===== src/rtl/ni_local_tx.sv =====
`default_nettype none
// ============================================================================
// ni_local_tx : PE-to-router Local-port injector (header/body/tail flits, even parity)
// Rev 1.0
// ============================================================================
module ni_local_tx #(
  parameter int DATA_WIDTH = 32,
  parameter int AXIS       = 4,
  parameter int PID_WIDTH  = 8
) (
  input  logic                  clk,
  input  logic                  rst,
  input  logic [AXIS-1:0]       cur_addr,
  input  logic                  pkt_valid,
  output logic                  pkt_ready,
  input  logic [AXIS-1:0]       pkt_dst,
  input  logic [11:0]           pkt_len,
  input  logic                  pl_valid,
  output logic                  pl_ready,
  input  logic [27:0]           pl_data,
  output logic [DATA_WIDTH-1:0] TX,
  output logic                  RTS,
  input  logic                  CTS,
  output logic                  pkt_done,
  output logic [PID_WIDTH-1:0]  pkt_id
);

  typedef enum logic [1:0] {
    IDLE  = 2'd0,
    HEAD  = 2'd1,
    FETCH = 2'd2,
    SEND  = 2'd3
  } state_t;

  state_t               state, state_nx;
  logic                 flit_valid, flit_valid_nx;
  logic                 last, last_nx;
  logic [11:0]          rem, rem_nx;
  logic [31:0]          tx_q, tx_nx;
  logic [PID_WIDTH-1:0] pid, pid_nx;
  logic [11:0]          len_p;
  logic                 xfer;

  // Bit 0 makes the XOR over the whole flit zero.
  function automatic logic [31:0] with_parity(input logic [31:0] f);
    return {f[31:1], ^f[31:1]};
  endfunction

  function automatic logic [31:0] payload_flit(input logic is_tail, input logic [27:0] d);
    return with_parity({(is_tail ? 3'b100 : 3'b010), d, 1'b0});
  endfunction

  assign len_p     = (pkt_len < 12'd2) ? 12'd2 : pkt_len;
  assign xfer      = flit_valid & CTS;
  assign RTS       = xfer;
  assign TX        = DATA_WIDTH'(tx_q);
  assign pkt_id    = pid;
  assign pkt_ready = rst & (state == IDLE);

  always_comb begin
    state_nx      = state;
    flit_valid_nx = flit_valid;
    last_nx       = last;
    rem_nx        = rem;
    tx_nx         = tx_q;
    pid_nx        = pid;
    pl_ready      = 1'b0;
    pkt_done      = 1'b0;
    case (state)
      IDLE: begin
        if (pkt_valid) begin
          tx_nx         = with_parity({3'b001, len_p, 4'(pkt_dst), 4'(cur_addr), 8'(pid), 1'b0});
          flit_valid_nx = 1'b1;
          last_nx       = 1'b0;
          rem_nx        = len_p - 12'd1;
          state_nx      = HEAD;
        end
      end
      HEAD: begin
        if (xfer) begin
          flit_valid_nx = 1'b0;
          state_nx      = FETCH;
        end
      end
      FETCH: begin
        pl_ready = 1'b1;
        if (pl_valid) begin
          tx_nx         = payload_flit(rem == 12'd1, pl_data);
          last_nx       = (rem == 12'd1);
          flit_valid_nx = 1'b1;
          state_nx      = SEND;
        end
      end
      SEND: begin
        if (xfer) begin
          rem_nx = rem - 12'd1;
          if (last) begin
            pkt_done      = 1'b1;
            pid_nx        = pid + 1'b1;
            flit_valid_nx = 1'b0;
            last_nx       = 1'b0;
            state_nx      = IDLE;
          end else begin
            // Overlap: the outgoing flit frees TX, so the next word can load on the same edge.
            pl_ready = 1'b1;
            if (pl_valid) begin
              tx_nx   = payload_flit(rem == 12'd2, pl_data);
              last_nx = (rem == 12'd2);
            end else begin
              flit_valid_nx = 1'b0;
              state_nx      = FETCH;
            end
          end
        end
      end
      default: state_nx = IDLE;
    endcase
  end

  always_ff @(posedge clk) begin
    if (!rst) begin
      state      <= IDLE;
      flit_valid <= 1'b0;
      last       <= 1'b0;
      rem        <= 12'd0;
      tx_q       <= 32'd0;
      pid        <= '0;
    end else begin
      state      <= state_nx;
      flit_valid <= flit_valid_nx;
      last       <= last_nx;
      rem        <= rem_nx;
      tx_q       <= tx_nx;
      pid        <= pid_nx;
    end
  end

endmodule
`default_nettype wire


===== config.mk =====
export PLATFORM = sky130hd
export DESIGN_NAME = ni_local_tx
export DESIGN_NICKNAME = d
export VERILOG_FILES = /design/src/rtl/ni_local_tx.sv
export SDC_FILE = /design/constraint.sdc
export NUM_CORES = 1
export LEC_CHECK = 0
export CORE_MARGIN = 5
export CORE_UTILIZATION = 24
export CTS_BUF_LIST = sky130_fd_sc_hd__clkbuf_2 sky130_fd_sc_hd__clkbuf_4 sky130_fd_sc_hd__clkbuf_8
export DETAILED_ROUTE_END_ITERATION = 8
export HOLD_SLACK_MARGIN = 0.1
export PLACE_DENSITY = 0.5
export SETUP_SLACK_MARGIN = 0.02
export SYNTH_ARGS = -nofsm -noshare
export SYNTH_HDL_FRONTEND = slang
export SYNTH_SLANG_ARGS = --single-unit

===== constraint.sdc =====
create_clock -name clk -period 2.9 [get_ports clk]
set_clock_uncertainty 0.2 [all_clocks]
set_input_delay 0.58 -clock clk [delete_from_list [all_inputs] [get_ports clk]]
set_output_delay 0.58 -clock clk [all_outputs]
set_load 0.01 [all_outputs]

Word-level counts from Yosys, hierarchy flattened

Index checks and enable logic that the tools add are counted.

Add/subtract/negate cells: 3
Magnitude comparators: 1
Eq/ne operators: 12
Mux-type cells: 38
Bitwise operators: 2
Reductions and logical operators: 11

Operators by type and width:

| cell                                                                           | number |
|---|---|
| 32-bit 2-to-1 mux                                                              | 5 |
| 32-bit case mux with 3 select lines                                            | 1 |
| 31-bit XOR reduction                                                           | 3 |
| 12-bit 2-to-1 mux                                                              | 3 |
| 12-bit case mux with 2 select lines                                            | 1 |
| 12-bit by 1-bit subtractor with 12-bit output (second input constant)          | 2 |
| 1-bit 2-to-1 mux                                                               | 16 |
| 12-bit by 1-bit == test with 1-bit output (second input constant)              | 1 |
| 12-bit by 2-bit == test with 1-bit output (second input constant)              | 1 |
| 12-bit by 2-bit less-than comparator with 1-bit output (second input constant) | 1 |
| 2-bit 2-to-1 mux                                                               | 6 |
| 2-bit != test (second input constant)                                          | 6 |
| 8-bit by 1-bit adder with 8-bit output (second input constant)                 | 1 |
| 2-bit case mux with 4 select lines                                             | 1 |
| 3-bit 2-to-1 mux                                                               | 2 |
| 3-bit AND reduction                                                            | 2 |
| 6-bit AND reduction                                                            | 1 |
| 5-bit AND reduction                                                            | 1 |
| 2-bit == test (second input constant)                                          | 2 |
| 1-bit case mux with 4 select lines                                             | 1 |
| 4-bit AND reduction                                                            | 1 |
| 3-bit != test (second input constant)                                          | 1 |
| 1-bit case mux with 3 select lines                                             | 1 |
| 3-bit nonzero test                                                             | 1 |
| 5 further kinds                                                                | 6 |

Register bits: 56
Input port bits: 53
Output and inout port bits: 44
Word-level logic and storage cells: 73

Logic depth before layout (Yosys ltp)

Gate-level depths: netlist of the first run.

Depth after elaboration: 7
Depth in mapped cells: 11

Least setup slack after synthesis of the first run

Ideal clock, no wire load.

Path type: input -> register
Start: input pkt_len[6]
End: register tx_q[0], in the netlist TX[0]
Data arrival time: 2618 ps
Data required time: 2578 ps
Path slack: -40 ps
Stages: 10
Path buffers: 0
Cells stage by stage: nor4_1 nand3_1 nor2_1 nor2_1 ha_1 xnor2_1 xnor3_1 xnor2_1 and3_1 a311o_1

Cells in the longest elaborated chain, start to end: 5

RTL lines:

| item                                                   | RTL line | source |
|---|---|---|
| start: declaration                                     | 17       | `input logic [11:0] pkt_len,` |
| 12-bit by 2-bit less-than comparator with 1-bit output | 53       | `assign len_p = (pkt_len < 12'd2) ? 12'd2 : pkt_len;` |
| 12-bit 2-to-1 mux (*)                                  | 53       |  |
| 31-bit XOR reduction (*)                               | 46       | `return {f[31:1], ^f[31:1]};` |
| 32-bit 2-to-1 mux (*)                                  | 71       | `if (pkt_valid) begin` |
| 32-bit case mux with 3 select lines (*)                | 69       | `case (state)` |
| end signal: assignment                                 | 133      | `tx_q <= tx_nx;` |
| end: declaration                                       | 39       | `logic [31:0] tx_q, tx_nx;` |

Every way passes the cells marked *; elsewhere a longest branch is shown, timed or not. The select of a mux whose other input is x is not followed.
A chain may end at the register's enable or synchronous reset.

Worst setup path after layout of the first run

Start: input rst
End: output pkt_ready

Cells in the longest elaborated chain, start to end: 1

RTL lines:

| item               | RTL line | source |
|---|---|---|
| start: declaration | 12       | `input logic rst,` |
| 1-bit bitwise AND  | 58       | `assign pkt_ready = rst & (state == IDLE);` |
| end: declaration   | 15       | `output logic pkt_ready,` |

No other way between the ends.

==> results of run 1 <==
==> area by class of cell <==
type                       count  area [µm²]  share of cell area
clock buffer                   6       82.58             0.01568
inverter                      17       63.81             0.01211
sequential                    56        1122              0.2131
tap                          180       225.2             0.04276
timing repair buffer         159        1476              0.2803
multi-input combinational    319        2258              0.4287
clock inverter                 2       38.79            0.007363
==> registers in the layout, summed over array words and instances, names as in the netlist <==
| name | cells |
|---|---|
| TX | 32 |
| flit_valid | 1 |
| last | 1 |
| pkt_id | 8 |
| rem | 12 |
| state | 2 |
==> what timing repair did <==
action	in CTS	in global routing
pin swaps	7	4
setup endpoints to repair	1	6
gates resized for setup	11	19
buffers inserted	16	0
==> through the flow <==
stage          instances  utilization  setup TNS (ns)  setup WS, ns  power [µW]
2_1_floorplan        413            -               0       0.06614        1291
3_3_place_gp         715       0.3534          -1.145       -0.4952        1626
3_5_place_dp         715       0.3534          -1.421       -0.5381        1631
4_1_cts              739       0.3732               0       0.01590        2226
5_1_grt              739       0.3780               0       0.02945        2335
6_report             739       0.3780               0        0.1284        2215
==> synthesized netlist by cell type, drive strengths merged (4+ instances only) <==
cell	instances	share of area
a211oi	18	0.039
a21oi	23	0.035
and2	6	0.011
buf	5	0.0066
clkbuf	16	0.017
dfxtp	56	0.33
ha	13	0.047
inv	17	0.019
mux2i	19	0.055
nand2	44	0.048
nand3	8	0.012
nand4	4	0.0073
nor2	46	0.050
nor3	10	0.016
nor4	6	0.011
o211a	9	0.026
o211ai	13	0.028
o21ai	19	0.028
xnor2	42	0.11
xor2	11	0.028
==> power groups by stage <==
stage          Clock (µW)  Combinational, µW  Sequential (µW)
2_1_floorplan           0                387              904
3_3_place_gp            0                728              898
5_1_grt               614                828              893
3_5_place_dp            0                731              899
4_1_cts               589                755              883
6_report              572                758              885
==> per-layer routing <==
| metal | vias to the layer above | track usage | wire [µm] |
|---|---|---|---|
| met5 | - | 0 | 0 |
| met4 | 0 | 0.03056 | 159 |
| met3 | 13 | 0.02762 | 810 |
| met2 | 97 | 0.2381 | 5783 |
| met1 | 1675 | 0.2055 | 5627 |
| li1 | 1746 | - | - |
==> worst paths after layout <==
path / start / end / cells after the start
hold reg to reg: TX[30] / TX[30] / 2
setup / recovery: rst / pkt_ready / 5
hold / removal: TX[30] / TX[30] / 2
setup reg to reg: pkt_id[5] / TX[0] / 7
==> worst max-delay path: cells and delay by family <==
family,cells,cell delay [ns]
AND/OR/NAND/NOR,1,0.15
buffers and inverters,4,1.27
==> cells by family after synthesis <==
family / synth area share
mux: 0.05863
simple gates: 0.1781
fa+ha+maj: 0.04734
compound gates: 0.1923
buf+inv: 0.04261
xor+xnor: 0.1548
flops: 0.3263
==> placed cells by master, fill, tap and decap left out, drive strengths merged, types with 8 or more instances in the layout <==
master,instances
a211oi,18
a21oi,23
buf,63
clkdlybuf4s50,83
dfxtp,56
dlymetal6s2s,9
ha,13
inv,17
mux2i,19
nand2,44
nand3,8
nor2,46
nor3,10
o211a,9
o211ai,13
o21ai,19
xnor2,42
xor2,11
==> reports/metrics.cfg, run 1 <==
[sta]
hold_violations = 0
finalCritPeriodShare = 0.9557
fmax_ghz = 0.3608
tightest_slew_ns = 0.5485
rsz0062_at_grt = false
relSlewSlack = 0.6344
min_period_ns = 2.772
setup_viol = 0
hold_ws_ns = 0.2636
timing.final.max_slew_violations = 0

[detailed_routing]
vias = 3531
drt-pass1-iter-count = 5
routed_wl_um = 12380
post-route-drc-count = 0
postRouteAntennaNets = 0
wl_per_cell_um = 16.75
first_iter_violations = 260
vias_per_cell = 4.778

[synth]
syn_avg_cell_area_um2 = 8.319
synth_edf_count = 0
ys_types = 46
syn-num-nets = 479
yosys_register_bits = 56
synth_area_mm2 = 0.003436
seq_area_frac_synth = 0.3263
ys.flop_type = dfxtp_1
ys_warn_count = 0
synthArstFlopShare = 0
syn_inst = 413

[grt]
grtUsageTotal = 0.1474
grt.overflow.total = 0
grt_pass1_vias = 3562
antenna_found_initial = 0
grt_max_degree = 45
grt_pass1_wl_um = 19780

[clock_tree]
htree_levels = 2
cts_hold_buf = 0
path_clk_slew_ns = 0.11
ctsRootBufferMaster = clkbuf_8
clockBufferDepth = 2
clk_latency_ns = 0.32
cts_buffers = 5
clkSinkCount = 56
cts_tree = built

[floorplanning]
die_h_um = 129.7
coreArea_mm2 = 0.01393
initial_utilization = 0.2466
rows = 43
die_area_mm2 = 0.01681
die_x_um = 129.7
ios = 97

[setup_path]
max_stage_delay_ns = 0.53
reg2reg_slack_ns = 0.46
cp_common_cell = clkdlybuf4s50_1
worst-setup-path-type = in -> out
path_max_fanout = 2
worstPathArrival_ns = 1.99
crit_path_end_kind = output port
slowest_stage = clkdlybuf4s50_1
start_kind = primary input
crit_required_ns = 2.12
cp_cell_sequence = clkdlybuf4s50_1 > inv_2 > nor3_1 > buf_4 > clkdlybuf4s50_1

[power_and_ir_drop]
swShare = 0.3088
p_int_uw = 1531
p_comb_frac = 0.342
ir_drop_v = 0.0002039
p_seq_frac = 0.399
p_sw_uw = 684.0
pwr-share-clk = 0.258
power.leakage_uw = 0.002137
power.density_mw_per_mm2 = 420.5

[final_layout]
final_net_count = 624
drive_above_1_share = 0.1717
syn_to_final_growth_pct = 53.31
n_fill_cell = 1397
n_antenna_cell = 0
final_area_mm2 = 0.005268

[min_path]
min_path_type = reg -> reg

[run_status]
outcome = completed

[placement]
post-dp-hpwl_um = 9298
gp_congestion = 0.9005
placed_area_mm2 = 0.004925
portBuffers = 96

[flow_run]
cap_viol_max_count = 0

Power figures use the tool's default switching activity.
==> run 2: changes to the inputs <==
HOLD_SLACK_MARGIN = 0.02   (was 0.1)
==> results of run 2 <==
Same layout as run 1: the final DEF is identical, and so are final timing and power.
==> run 3: changes to the inputs <==
CTS_CLUSTER_DIAMETER = 40   (was default)
==> results of run 3 <==
Same layout as run 1: the final DEF is identical, and so are final timing and power.
